===== src/rtl/wb_pkg.sv =====
// Shared constants and types for the write-back scheduler.
package wb_pkg;

    localparam int unsigned XLEN = 32;
    localparam int unsigned AW   = 5;
    localparam int unsigned NREG = 32;

    typedef logic [AW-1:0]   reg_idx_t;
    typedef logic [XLEN-1:0] word_t;

endpackage


===== src/rtl/wb_sched_if.sv =====
// Write-back request bus: NREQ producers offer (rd, data) and get a one-hot ready back.
interface wb_sched_if #(
    parameter int unsigned NREQ = 2,
    parameter int unsigned XLEN = wb_pkg::XLEN,
    parameter int unsigned AW   = wb_pkg::AW
);

    logic [NREQ-1:0]      req_valid;
    logic [NREQ*AW-1:0]   req_rd;
    logic [NREQ*XLEN-1:0] req_data;
    logic [NREQ-1:0]      req_ready;

    modport master (
        output req_valid,
        output req_rd,
        output req_data,
        input  req_ready
    );

    modport slave (
        input  req_valid,
        input  req_rd,
        input  req_data,
        output req_ready
    );

endinterface


===== src/rtl/rr_arbiter.sv =====
// Round-robin arbiter: grants the first asserted request at or after ptr_i.
module rr_arbiter #(
    parameter int unsigned NREQ = 2,
    parameter int unsigned PW   = (NREQ > 1) ? $clog2(NREQ) : 1
) (
    input  logic [NREQ-1:0] req_i,
    input  logic [PW-1:0]   ptr_i,
    output logic [NREQ-1:0] gnt_o,
    output logic [PW-1:0]   idx_o,
    output logic            valid_o
);

    int cand;

    always_comb begin
        gnt_o   = '0;
        idx_o   = '0;
        valid_o = 1'b0;
        cand    = 0;
        for (int k = 0; k < int'(NREQ); k++) begin
            cand = int'(ptr_i) + k;
            if (cand >= int'(NREQ)) begin
                cand = cand - int'(NREQ);
            end
            if (!valid_o && req_i[cand[PW-1:0]]) begin
                valid_o               = 1'b1;
                gnt_o[cand[PW-1:0]]   = 1'b1;
                idx_o                 = cand[PW-1:0];
            end
        end
    end

endmodule


===== src/rtl/wb_sched.sv =====
// Write-back scheduler: round-robin share of the register-file write port plus RAW scoreboard.
// Define WB_BYPASS_EN to add the byp1/byp2 forwarding outputs from the write-port register.
module wb_sched #(
    parameter int unsigned NREQ = 2,
    parameter int unsigned XLEN = wb_pkg::XLEN,
    parameter int unsigned AW   = wb_pkg::AW
) (
    input  logic            clk,
    input  logic            rst_n,
    wb_sched_if.slave       req,
    input  logic            iss_valid,
    input  logic [AW-1:0]   iss_rd,
    input  logic [AW-1:0]   rs1,
    input  logic [AW-1:0]   rs2,
    output logic            busy1,
    output logic            busy2,
`ifdef WB_BYPASS_EN
    output logic            byp1,
    output logic            byp2,
    output logic [XLEN-1:0] bypd1,
    output logic [XLEN-1:0] bypd2,
`endif
    output logic            we3,
    output logic [AW-1:0]   a3,
    output logic [XLEN-1:0] wd3
);

    localparam int unsigned PW    = (NREQ > 1) ? $clog2(NREQ) : 1;
    localparam int unsigned NRegs = 2 ** AW;

    logic [NREQ-1:0]  gnt;
    logic [PW-1:0]    gnt_idx;
    logic             xfer;
    logic [AW-1:0]    sel_rd;
    logic [XLEN-1:0]  sel_data;

    logic [PW-1:0]    ptr_q, ptr_d;
    logic [NRegs-1:0] busy_q, busy_d;
    logic             we3_q, we3_d;
    logic [AW-1:0]    a3_q, a3_d;
    logic [XLEN-1:0]  wd3_q, wd3_d;

    rr_arbiter #(
        .NREQ (NREQ),
        .PW   (PW)
    ) u_arb (
        .req_i   (req.req_valid),
        .ptr_i   (ptr_q),
        .gnt_o   (gnt),
        .idx_o   (gnt_idx),
        .valid_o (xfer)
    );

    assign req.req_ready = gnt;

    always_comb begin
        sel_rd   = '0;
        sel_data = '0;
        for (int i = 0; i < int'(NREQ); i++) begin
            if (gnt[i]) begin
                sel_rd   = req.req_rd[i*AW +: AW];
                sel_data = req.req_data[i*XLEN +: XLEN];
            end
        end
    end

    always_comb begin
        ptr_d = ptr_q;
        if (xfer) begin
            ptr_d = (gnt_idx == PW'(NREQ - 1)) ? '0 : gnt_idx + 1'b1;
        end
    end

    // Writes to x0 are consumed but never reach the register file.
    always_comb begin
        we3_d = xfer && (sel_rd != '0);
        a3_d  = xfer ? sel_rd : a3_q;
        wd3_d = xfer ? sel_data : wd3_q;
    end

    // Clear before set so an issue in the retiring cycle keeps the register busy.
    always_comb begin
        busy_d = busy_q;
        if (xfer && (sel_rd != '0)) begin
            busy_d[sel_rd] = 1'b0;
        end
        if (iss_valid && (iss_rd != '0)) begin
            busy_d[iss_rd] = 1'b1;
        end
        busy_d[0] = 1'b0;
    end

    always_ff @(posedge clk or negedge rst_n) begin
        if (!rst_n) begin
            ptr_q  <= '0;
            busy_q <= '0;
            we3_q  <= 1'b0;
            a3_q   <= '0;
            wd3_q  <= '0;
        end else begin
            ptr_q  <= ptr_d;
            busy_q <= busy_d;
            we3_q  <= we3_d;
            a3_q   <= a3_d;
            wd3_q  <= wd3_d;
        end
    end

    assign we3 = we3_q;
    assign a3  = a3_q;
    assign wd3 = wd3_q;

`ifdef WB_BYPASS_EN
    // The write port register still holds data the register file has not absorbed yet.
    assign byp1  = we3_q && (a3_q != '0) && (a3_q == rs1);
    assign byp2  = we3_q && (a3_q != '0) && (a3_q == rs2);
    assign bypd1 = wd3_q;
    assign bypd2 = wd3_q;
    assign busy1 = busy_q[rs1] && !byp1;
    assign busy2 = busy_q[rs2] && !byp2;
`else
    assign busy1 = busy_q[rs1];
    assign busy2 = busy_q[rs2];
`endif

endmodule


===== src/flat_wrapper.sv =====
// flat-port wrapper written by rule: the top's interface ports become plain ports
module wb_sched_flat 
#(
    parameter int unsigned NREQ = 2,
    parameter int unsigned XLEN = wb_pkg::XLEN,
    parameter int unsigned AW   = wb_pkg::AW
)
  (clk, rst_n, iss_valid, iss_rd, rs1, rs2, busy1, busy2, we3, a3, wd3, req_req_valid, req_req_rd, req_req_data, req_req_ready);
  wb_sched_if #(.NREQ(NREQ), .XLEN(XLEN), .AW(AW)) req_i ();
  input  logic clk;
  input  logic rst_n;
  input  logic iss_valid;
  input  logic [AW-1:0] iss_rd;
  input  logic [AW-1:0] rs1;
  input  logic [AW-1:0] rs2;
  output logic busy1;
  output logic busy2;
  output logic we3;
  output logic [AW-1:0] a3;
  output logic [XLEN-1:0] wd3;
  input wire logic [$bits(req_i.req_valid)-1:0] req_req_valid;
  input wire logic [$bits(req_i.req_rd)-1:0] req_req_rd;
  input wire logic [$bits(req_i.req_data)-1:0] req_req_data;
  output wire logic [$bits(req_i.req_ready)-1:0] req_req_ready;
  assign req_i.req_valid = req_req_valid;
  assign req_i.req_rd = req_req_rd;
  assign req_i.req_data = req_req_data;
  assign req_req_ready = req_i.req_ready;
  wb_sched #(.NREQ(NREQ), .XLEN(XLEN), .AW(AW)) u_core (.clk(clk), .rst_n(rst_n), .req(req_i), .iss_valid(iss_valid), .iss_rd(iss_rd), .rs1(rs1), .rs2(rs2), .busy1(busy1), .busy2(busy2), .we3(we3), .a3(a3), .wd3(wd3));
endmodule

===== config.mk =====
export PLATFORM = sky130hd
export DESIGN_NAME = wb_sched_flat
export DESIGN_NICKNAME = d
export VERILOG_FILES = /design/src/rtl/wb_pkg.sv /design/src/rtl/wb_sched_if.sv /design/src/rtl/rr_arbiter.sv /design/src/rtl/wb_sched.sv /design/src/flat_wrapper.sv
export SDC_FILE = /design/constraint.sdc
export NUM_CORES = 1
export LEC_CHECK = 0
export CAP_MARGIN = 25
export CORE_UTILIZATION = 41
export CTS_CLUSTER_DIAMETER = 60
export CTS_CLUSTER_SIZE = 24
export DETAILED_ROUTE_END_ITERATION = 10
export PLACE_DENSITY_LB_ADDON = 0.3
export SYNTH_ARGS = -nofsm -noshare
export SYNTH_HDL_FRONTEND = slang
export SYNTH_SLANG_ARGS = --single-unit

===== constraint.sdc =====
create_clock -name clk -period 2.3 [get_ports clk]
set_input_delay 0.575 -clock clk [delete_from_list [all_inputs] [get_ports clk]]
set_output_delay 0.575 -clock clk [all_outputs]
set_load 0.005 [all_outputs]

# Word level (Yosys, flattened, before mapping)

Cells that the tools add are included.

Bits in registers: 70
Bits in latches: 0
RAM bits: 0
ROM bits: 0
Input bits: 94
Logic and storage cells: 66
Memories: 0

$add $sub $neg: 4
Multiply operators: 0
Div/mod/pow operators: 0
$lt $le $gt $ge: 12
Equality and inequality tests: 0
Shift-type cells: 0
Mux-type cells: 31
Bitwise operators: 4
Reductions and logical operators: 10

Operator list:

| operator            | number |
|---|---|
| $mux 32             | 4 |
| $and 32x32->32      | 1 |
| $not 32->32         | 1 |
| $or 32x32->32       | 1 |
| $lt 5x6->1 const B  | 4 |
| $mux 1              | 17 |
| $bmux 1 s5          | 2 |
| $demux 1 s5         | 2 |
| $ge 5x1->1 const B  | 2 |
| $mux 5              | 2 |
| $reduce_bool 5->1   | 2 |
| $logic_and 1x1->1   | 7 |
| $lt 1x2->1 const B  | 2 |
| $mux 2              | 2 |
| $add 1x1->2 const B | 1 |
| $demux 1 s1         | 2 |
| $ge 1x1->1 const B  | 2 |
| $ge 1x2->1 const B  | 1 |
| $ge 2x2->1 const B  | 1 |
| $or 2x2->2          | 1 |
| $sub 1x1->1 const B | 2 |
| $add 1x1->1 const B | 1 |
| $logic_not 1->1     | 1 |

# Depth between registers and ports, before layout

Depth in word-level cells: 20
Depth in mapped cells: 9
Depth with buffers taken out: 6

# Modules after synthesis

Synthesis repeated with hierarchy kept, for this count alone.

Cell total of the unflattened synthesis: 394
Area total of the unflattened synthesis: 3724.8 µm²

Modules (own cells, without submodules):

| module     | instances | cells an instance | area an instance (µm²) | seq. area each (µm²) |
|---|---|---|---|---|
| wb_sched   | 1         | 389               | 3692.3                 | 1751.7 |
| rr_arbiter | 1         | 5                 | 32.5                   | 0.0 |

# Worst setup path after synthesis

OpenSTA, ideal clock, no wires.

Path kind: input port to output port
Start point: in rs1[0]
End point: out busy1
Data arrival time: 1.715 ns
Setup slack: 0.010 ns
Stages on the path: 5
Buffers on the path: 1
Cell sequence: clkbuf_1 > mux4_2 > nand2b_1 > o211ai_1 > nand4_1

Cells in the longest elaborated chain, start to end: 2

RTL lines:

| item                         | RTL line           | source |
|---|---|---|
| from (decl)                  | flat_wrapper.sv:14 | `input logic [AW-1:0] rs1;` |
| $bmux 1 s5                   | wb_sched.sv:122    | `assign busy1 = busy_q[rs1];` |
| $mux 1 (implied by the code) | wb_sched.sv:122    |  |
| to (decl)                    | flat_wrapper.sv:16 | `output logic busy1;` |

Every way passes these cells. The select of a mux whose other input is x is not followed.

# Final worst setup path

Start point: reg u_core.busy_q[7]
End point: out busy2

Cells in the longest elaborated chain, start to end: 2

RTL lines:

| item                         | RTL line           | source |
|---|---|---|
| from (decl)                  | wb_sched.sv:38     | `logic [NRegs-1:0] busy_q, busy_d;` |
| from (signal assigned)       | wb_sched.sv:102    | `busy_q <= busy_d;` |
| $bmux 1 s5                   | wb_sched.sv:123    | `assign busy2 = busy_q[rs2];` |
| $mux 1 (implied by the code) | wb_sched.sv:123    |  |
| to (decl)                    | flat_wrapper.sv:17 | `output logic busy2;` |

Every way passes these cells. The select of a mux whose other input is x is not followed.

==> qor.csv <==
stage,metric,value,unit
run_status,status,"complete, but fails checks",
run_status,violations,negative setup slack,
final_layout,multi_input_area,2010,um2
yosys,synth_top_cell_area_share,44.8,%
yosys,synth-simple-area-share,20.4,%
floorplan,die_y,99.6,um
timing,worst_pin_slew,0.642,ns
final_layout,post-route-util,64.4,%
yosys,postSynthCellCount,435,
clocking,cts.reportedPaths.clkPinSlew,0.07,ns
timing,layout_worst_path_cycle_share,101,%
timing,hold_slack,0.235,ns
yosys,yosys_register_bits,70,
yosys,ys.warnings.count,0,
critical_path,startpoint_type,flip-flop,
global_route,grt_overflow_total,0,
yosys,syn_nets,529,
drt,vias,4104,
global_route,grt_max_degree,71,
power_and_ir_drop,p_per_area,559,nW/um2
placed_design,dp_hpwl,9.08,mm
critical_path,crit_fanout,3,
critical_path,cp-end-kind,primary output,
yosys,netlist_top_cells_area,"dfrtp_1 45%, nor2_1 6.7%, o31ai_1 5.4%",
timing,drv_slew,0,
timing,fin_skew,0.00879,ns
critical_path,critPathArrivalTime,1.74,ns
clocking,cts_sinks,70,
critical_path,cp.required,1.73,ns
flow_run,cap_violations,0,
yosys,synth-async-reset-ratio,100,%
global_route,grt_pass1_vias,4126,
final_layout,fin_area,5950,um2
final_layout,fill_cells,751,
clocking,htree_num_levels,3,
yosys,yosysUniqueCellTypes,37,
drt,top_layer,met4,
clocking,clockBufferDepth,2,
drt,route.detailed.drc,0,
placed_design,place_congestion,0.861,
yosys,synthTopCellsByCount,"70 x dfrtp_1, 70 x nor2_1, 46 x nand2_1",
timing,hold_viol_final,0,
drt,route.met2.wl,6.44,mm
yosys,synth_top_cell_by_area,dfrtp_1,
clocking,cts_made_buffers,9,
final_layout,layout-drive-gt1-share,14.9,%
drt,vias_per_cell,5.65,
floorplan,die_x,99.6,um
clocking,tritoncts,built,
clocking,clock-root-buffer,clkbuf_8,
yosys,synth_compound_area_share,21.7,%
timing,rsz0062_at_grt,true,
final_layout,final_cells,726,
yosys,mappedNetlistArea,3910,um2
yosys,synth_xor_area_share,0,%
yosys,synth_top_family_by_area,compound AO/OA/AOI/OAI gates,
drt,antenna_left,0,
critical_path,crit_type,reg -> out,
timing,setup_violations,2,
timing,period_needed,2.32,ns
floorplan,start_util,42.3,%
timing,tns,-0.0349,ns
final_layout,antennaDiodeCount,0,
placed_design,port_buffers,135,
global_route,grt_pass1_wl,20.1,mm
yosys,synth_fa_ha_area_share,0,%
final_layout,area_delta_synth_final,52.3,%
placed_design,dp_cells,699,
floorplan,core-area,9240,um2
timing,maxSlewHeadroom,57.2,%
floorplan,io_pins,136,
yosys,muxShareOfSynthArea,8.07,%
power_and_ir_drop,peakVddDrop,442,uV
yosys,synth-edff-count,0,
placed_design,placed_area,5630,um2
drt,wl_per_cell,17.4,um
timing,fmaxAchievable,431,MHz
critical_path,critical-path-max-stage-delay,0.49,ns
drt,met1_length,5.07,mm
clocking,clk_latency,0.33,ns
drt,wirelength,12.6,mm
final_layout,regArea,1750,um2
timing,fin_ws,-0.0178,ns
floorplan,row_count,35,
global_route,grt_antenna_before_repair,0,
critical_path,crit_slowest_cell,mux4_2,
floorplan,die_area,9920,um2
critical_path,crit_path_cell_trace,mux4_2 -> nand2b_4 -> o211ai_1 -> nand4_1 -> buf_2,
drt,dr.first_iter.drc_count,331,
power_and_ir_drop,p_leak,2.33,nW
worst_hold_path,min_path_type,in -> async,
drt,wl_met3,905,um
final_layout,nNetsFinal,686,
yosys,yosysSeqAreaShare,44.8,%
yosys,syn_avg_cell_area,8.98,um2
drt,drt_pre_antenna_iters,5,
global_route,gr-usage-all-layers,25.9,%
yosys,synth_flop_cell,dfrtp_1,
## final cells by class
type	count	area share [%]
multi-input combinational	325	33.7
timing repair buffer	178	30.8
sequential	70	29.4
tap	129	2.71
clock buffer	12	2.44
inverter	8	0.505
clock inverter	4	0.379
## where the power goes
part | switching [mW] | total (mW) | leakage (nW) | internal, mW
clock | 0.452 | 0.869 | 0.0861 | 0.416
sequential | 0.0953 | 1.44 | 0.719 | 1.35
combinational | 0.444 | 1.01 | 1.53 | 0.568
total | 0.991 | 3.32 | 2.33 | 2.33
## repair_timing
action / 4_1_cts / 5_1_grt
gates resized for setup: 36 / 7
setup buffers: 7 / 2
pin swaps: 6 / 5
endpoints found under the setup margin: 4 / 2
gates cloned: 2 / 0
hold buffers: 0 / 0
## flip-flops by register name (all words and copies together), names as in the netlist, named ones only
signal,flops
u_core.busy_q,31
u_core.a3,5
u_core.we3,1
u_core.wd3,32
## routing by layer
layer  vias to the layer above  GRT usage, %
met5                         -             0
met4                         0          8.37
met3                        22          5.41
met2                       170          44.0
met1                      2003          33.1
li1                       1909             -
## cells by family after synthesis
kind of cell / Yosys count
and+or+nand+nor: 178
DFF: 70
buffers and inverters: 40
muxes: 24
AOI/OAI and AO/OA: 123
## per-stage QoR
stage / total power, mW / setup slack (ns)
5_1_grt: 3.50 / -0.0661
3_5_place_dp: 2.44 / -0.838
4_1_cts: 3.33 / 0.00487
3_3_place_gp: 2.41 / -0.816
6_report: 3.32 / -0.0178
2_1_floorplan: 1.85 / 0.00972
## worst paths after layout
path / end / slack (ns) / depth (start not counted) / start
min in group clk: u_core.a3[3]$_DFFE_PN0P_ / 0.48 / 2 / u_core.a3[3]$_DFFE_PN0P_
max in group asynchronous: u_core.a3[2]$_DFFE_PN0P_ / 1.74 / 2 / rst_n
hold reg to reg: u_core.a3[3]$_DFFE_PN0P_ / 0.48 / 2 / u_core.a3[3]$_DFFE_PN0P_
hold / removal: u_core.wd3[26]$_DFFE_PN0P_ / 0.24 / 2 / rst_n
setup reg to reg: u_core.busy_q[4]$_DFF_PN0_ / 0.53 / 6 / flip-flop
setup / recovery: busy2 / -0.02 / 5 / u_core.busy_q[7]$_DFF_PN0_
## worst max-delay path: cells and delay by family (launching register included)
kind / cells / cell delay, ns
AND/OR/NAND/NOR: 2 / 0.26
flip-flops: 1 / 0.44
buffers and inverters: 1 / 0.14
AO/OA/AOI/OAI: 1 / 0.08
multiplexers: 1 / 0.49
## placed cells by master (no fill, tap or decap), types with 3 or more instances in the layout
master / count
and3b_1: 3
nand3_1: 37
o211ai_1: 5
inv_1: 7
nand2b_4: 3
mux2i_2: 3
a22oi_1: 3
o22ai_1: 32
buf_12: 11
a32oi_2: 5
nand2_1: 46
nor2_1: 70
dfrtp_1: 70
nor2b_1: 3
mux4_2: 6
o21ai_0: 29
dlygate4sd2_1: 4
clkbuf_8: 10
nor3b_1: 4
mux2i_1: 15
a21oi_1: 7
buf_4: 32
buf_2: 4
o31ai_1: 28
clkdlybuf4s50_1: 122
clkinv_2: 3
a32o_1: 5
(Power assumes the default switching activity.)
